### src/rtl/bus_change_recorder.sv
// Bus change recorder: samples a bus every clock and queues (value, timestamp) entries for each
// change into a FIFO drained through a valid/ready port.
module bus_change_recorder #(
  parameter int unsigned DATA_W = 32,
  parameter int unsigned TS_W   = 16,
  parameter int unsigned DEPTH  = 8
) (
  input  logic                     clk,
  input  logic                     rst_n,
  input  logic                     en,
  input  logic                     clr,
  input  logic [DATA_W-1:0]        bus_in,
  output logic                     out_valid,
  input  logic                     out_ready,
  output logic [DATA_W-1:0]        out_data,
  output logic [TS_W-1:0]          out_ts,
  output logic [$clog2(DEPTH):0]   count,
  output logic                     overflow
);

  localparam int unsigned PtrW = $clog2(DEPTH);
  localparam int unsigned CntW = PtrW + 1;

  typedef enum logic [1:0] {StIdle, StPrime, StRun} state_e;

  state_e            state_q, state_d;
  logic [TS_W-1:0]   ts_q, ts_d;
  logic [DATA_W-1:0] last_q, last_d;
  logic [PtrW-1:0]   wr_ptr_q, wr_ptr_d, rd_ptr_q, rd_ptr_d;
  logic [CntW-1:0]   count_q, count_d;
  logic              overflow_q, overflow_d;
  logic [DATA_W-1:0] data_mem_q [DEPTH];
  logic [DATA_W-1:0] data_mem_d [DEPTH];
  logic [TS_W-1:0]   ts_mem_q [DEPTH];
  logic [TS_W-1:0]   ts_mem_d [DEPTH];

  logic rec, full, push, pop;

  always_comb begin
    state_d    = state_q;
    ts_d       = ts_q;
    last_d     = last_q;
    wr_ptr_d   = wr_ptr_q;
    rd_ptr_d   = rd_ptr_q;
    count_d    = count_q;
    overflow_d = overflow_q;
    data_mem_d = data_mem_q;
    ts_mem_d   = ts_mem_q;
    rec        = 1'b0;

    unique case (state_q)
      StIdle: if (en) state_d = StPrime;
      StPrime: begin
        if (en) begin
          rec     = 1'b1;
          last_d  = bus_in;
          state_d = StRun;
        end else begin
          state_d = StIdle;
        end
      end
      StRun: begin
        if (!en) begin
          state_d = StIdle;
        end else if (bus_in != last_q) begin
          rec    = 1'b1;
          last_d = bus_in;
        end
      end
      default: state_d = StIdle;
    endcase

    // Counter only advances while recording, so a PRIME entry carries the held timestamp.
    if (en && state_q != StIdle) ts_d = ts_q + TS_W'(1);

    full = (count_q == CntW'(DEPTH));
    pop  = out_valid && out_ready && !clr;
    // A same-edge pop frees the slot, so a full FIFO still accepts the push.
    push = rec && (!full || pop) && !clr;
    if (rec && full && !pop) overflow_d = 1'b1;

    if (push) begin
      data_mem_d[wr_ptr_q] = bus_in;
      ts_mem_d[wr_ptr_q]   = ts_q;
      wr_ptr_d             = wr_ptr_q + PtrW'(1);
    end
    if (pop) rd_ptr_d = rd_ptr_q + PtrW'(1);
    if (push && !pop) count_d = count_q + CntW'(1);
    if (pop && !push) count_d = count_q - CntW'(1);

    if (clr) begin
      state_d    = StIdle;
      ts_d       = '0;
      wr_ptr_d   = '0;
      rd_ptr_d   = '0;
      count_d    = '0;
      overflow_d = 1'b0;
    end
  end

  always_ff @(posedge clk or negedge rst_n) begin
    if (!rst_n) begin
      state_q    <= StIdle;
      ts_q       <= '0;
      last_q     <= '0;
      wr_ptr_q   <= '0;
      rd_ptr_q   <= '0;
      count_q    <= '0;
      overflow_q <= 1'b0;
      data_mem_q <= '{default: '0};
      ts_mem_q   <= '{default: '0};
    end else begin
      state_q    <= state_d;
      ts_q       <= ts_d;
      last_q     <= last_d;
      wr_ptr_q   <= wr_ptr_d;
      rd_ptr_q   <= rd_ptr_d;
      count_q    <= count_d;
      overflow_q <= overflow_d;
      data_mem_q <= data_mem_d;
      ts_mem_q   <= ts_mem_d;
    end
  end

  assign out_valid = (count_q != '0);
  assign out_data  = data_mem_q[rd_ptr_q];
  assign out_ts    = ts_mem_q[rd_ptr_q];
  assign count     = count_q;
  assign overflow  = overflow_q;

endmodule

### config.mk
export PLATFORM = sky130hd
export DESIGN_NAME = bus_change_recorder
export DESIGN_NICKNAME = d
export VERILOG_FILES = /design/src/rtl/bus_change_recorder.sv
export SDC_FILE = /design/constraint.sdc
export NUM_CORES = 1
export LEC_CHECK = 0
export CORE_MARGIN = 8
export CORE_UTILIZATION = 40
export CTS_BUF_LIST = sky130_fd_sc_hd__clkbuf_4
export DETAILED_ROUTE_END_ITERATION = 12
export PLACE_DENSITY = 0.54
export SLEW_MARGIN = 10
export SYNTH_ARGS = -nofsm -noshare
export SYNTH_HDL_FRONTEND = slang
export SYNTH_SLANG_ARGS = --single-unit
### constraint.sdc
create_clock -name clk -period 3.5 [get_ports clk]
set_clock_uncertainty 0.1 [all_clocks]
set_input_delay 0.7 -clock clk [delete_from_list [all_inputs] [get_ports clk]]
set_output_delay 0.7 -clock clk [all_outputs]
set_load 0.05 [all_outputs]
==> results.cfg <==
[sta]
setup-tns-final_ns = -0.006424
rsz0062_at_grt = yes
hold_viol_final = 0
fin_ws_ns = -0.006424
fin_hold_ws_ns = 0.2592
fin_crit_ns = 3.506
setup_viol = 1
timing.slew.headroom_pct = 51.85
final_max_slew_viol_count = 0
min_period_over_period_pct = 100.2
tightest_slew_ns = 0.7223
max_freq_mhz = 285.2

[die]
dieArea_um2 = 59170
die_h_um = 243.3
rows = 83
die_x_um = 243.3
io_pins = 91
start_util_pct = 40.35
core_um2 = 51200

[power_and_ir_drop]
pwr-share-seq_pct = 38.2
p_switching_mw = 4.847
power_frac_clock_pct = 32.5
p_int_mw = 10.45
switching_share_pct = 31.70
comb_power_share_pct = 29.3
vdd_ir_drop_max_v = 0.0002765
leakagePower_nw = 11.93
power.density_nw_per_um2 = 610.7

[global_route]
grt_max_degree = 88
grt_pass1_wl_um = 81700
grt_usage_pct = 18.06
overflow = 0
antenna_found_initial = 1
grt_pass1_vias = 13260

[setup_path]
arrival_ns = 2.71
end_kind = output port
start_kind = flop
crit_path_max_fanout = 9
worst_ep_required_time_ns = 2.70
worstSetupPathType = reg -> out

[placed_design]
dpl.cell_count = 2067
port_buffers = 90
dp_hpwl_um = 31580
gp_congestion = 0.7350

[drt]
vias = 12070
route.detailed.drc = 0
initialDrtViolationCount = 538
ant_nets = 0
first_pass_iters = 4
routedWlPerCell_um = 22.45
via_per_inst = 5.225
drt_wl_total_um = 51870

[final_layout]
fin_util_pct = 48.91
n_fill_cell = 4448
area_growth_pct = 21.21
final_nets = 1583
drive_gt1_share_pct = 58.87
fin_cells = 2310
multiInputGateArea_um2 = 8902
seqCellArea_um2 = 11140

[synthesis]
syn_area_um2 = 20660
async_flop_share_pct = 100.0
synth_edf_count = 0
syn_nets = 1360
synth-seq-cells = 445
ys_seq_area_share_pct = 53.91
ys.flop_type = dfrtp_1
synthCells = 1313
synth_area_leaders = dfrtp_1 (54%), mux2_2 (23%), mux4_2 (10%), mux2_4 (2.9%), xor2_1 (1.8%)
synth_top_area_share_pct = 53.91
yosysTopAreaCell = dfrtp_1
synth_cell_types = 43
ys.warnings.count = 0
syn_area_per_cell_um2 = 15.73

[cts]
cts_buffers = 131
cts-root-buf = clkbuf_4
insertion_delay_ns = 0.93
clk_pin_slew_worst_paths_ns = 0.06
clock_path_buffers = 3
htreeDepth = 4
cts_tree = done
clock_sinks = 445

[status]
status = finished with violations
violations = negative setup slack

[hold_path]
hold_class = in -> async

[run]
cap_violations = 0
repair_timing:
action,in CTS,in global routing
resized for setup,69,3
endpoints found under the setup margin,50,49
setup buffers,9,0
endpoints found under the hold margin,65,0
pin swaps,0,1
gates cloned,5,1
hold buffers,1,0
power groups by stage:
stage	Sequential, mW	Clock [mW]	Combinational, mW
final	5.84	4.96	4.48
after global routing	5.90	5.47	4.76
after detailed placement	5.98	0	3.95
after CTS	5.85	5.19	4.55
after floorplan	5.89	0	2.71
after global placement	5.97	0	3.93
cells in the mapped netlist (2+ instances only):
library cell,n
and4_1,2
or3_1,4
nand2b_1,3
inv_1,5
dfrtp_1,445
mux2i_1,7
xor2_1,42
a31oi_1,2
nor2_1,29
nand3_1,5
clkbuf_1,37
buf_4,11
mux2_4,40
buf_1,12
mux4_2,96
buf_2,49
a21oi_1,9
nor4_1,9
xnor2_1,5
nand2_1,11
ha_1,9
buf_6,16
nor2b_1,4
nand4_1,8
mux2_2,428
o21ai_0,5
nor3b_1,2
nand4b_1,2
a21o_1,2
routing by layer:
metal  track usage, %  part of all wire [%]
met2            28.48                    48
met3            4.365                   3.9
met1            23.86                    46
met5                0                     0
met4            7.176                   2.3
layout by cell type (no fill, tap or decap), types with 2 or more instances in the layout:
cell type,netlist,final
dfrtp_4,0,2
nor2_1,29,29
nand4_1,8,8
clkinv_1,0,20
xnor2_1,5,5
xor2_1,42,42
nand2b_1,3,3
inv_2,0,7
o21ai_0,5,5
clkbuf_4,0,195
a21o_1,2,2
buf_4,11,89
a31oi_1,2,2
nand2_1,11,11
mux4_2,96,96
inv_1,5,5
buf_16,0,7
mux2i_1,7,7
dfrtp_1,445,442
a21oi_1,9,9
buf_6,16,41
nand3_4,0,2
nand3_1,5,3
buf_8,0,2
nor4_1,9,8
bufinv_16,0,3
nand4b_1,2,2
or3_1,4,4
nor2b_1,4,4
buf_12,0,33
mux2_4,40,51
mux2_2,428,417
ha_1,9,9
clkdlybuf4s50_1,0,40
stage by stage:
stage	area (µm²)	setup WS [ns]	power [mW]
CTS	25000	-0.1662	15.59
detailed placement	22860	-0.7171	9.931
global placement	22860	-0.7895	9.898
floorplan	20660	0.1278	8.602
finish	25040	-0.006424	15.29
global route	25040	-0.1417	16.13
flip-flops by register name (all words and copies together) (netlist names), 2 cells and up:
signal	count
data_mem_q	256
state_q	2
ts_mem_q	128
count	4
last_q	32
wr_ptr_q	3
ts_q	16
rd_ptr_q	3
kinds of logic (layout without fill, tap and decap cells):
| family | Yosys count | after routing | share of synthesized area (%) |
|---|---|---|---|
| xor+xnor | 47 | 47 | 1.993 |
| mux | 571 | 571 | 37.04 |
| buf+inv | 130 | 446 | 3.440 |
| compound gates | 23 | 23 | 0.7146 |
| simple gates | 87 | 87 | 2.259 |
| fa+ha+maj | 10 | 10 | 0.6420 |
| other cells | 0 | 1 | 0 |
| flops | 445 | 445 | 53.91 |
area by class of cell:
class	count	area share, %
Multi-Input combinational cell	738	35.55
Clock inverter	31	0.7945
Tap cell	680	3.398
Clock buffer	195	5.846
Sequential cell	445	44.51
Antenna cell	1	0.009994
Timing Repair Buffer	215	9.814
Inverter	5	0.07496
final timing paths:
kind	depth (start not counted)	slack, ns	start	to
setup reg to reg	15	0.21	last_q[16]	count[3]
setup / recovery	5	-0.006	rd_ptr_q[0]	out_data[20]
max in group asynchronous	3	2.07	rst_n	data_mem_q[76]
hold reg to reg	1	0.40	ts_mem_q[20]	ts_mem_q[20]
min in group clk	1	0.40	ts_mem_q[20]	ts_mem_q[20]
hold / removal	2	0.26	rst_n	data_mem_q[255]
worst max-delay path, cell delays in order (launching register included):
cell and delay, ns:
dfrtp_4 0.44, buf_12 0.19, buf_6 0.16, mux4_2 0.49
mux2_2 0.31, buf_4 0.20
(Power assumes the default switching activity.)
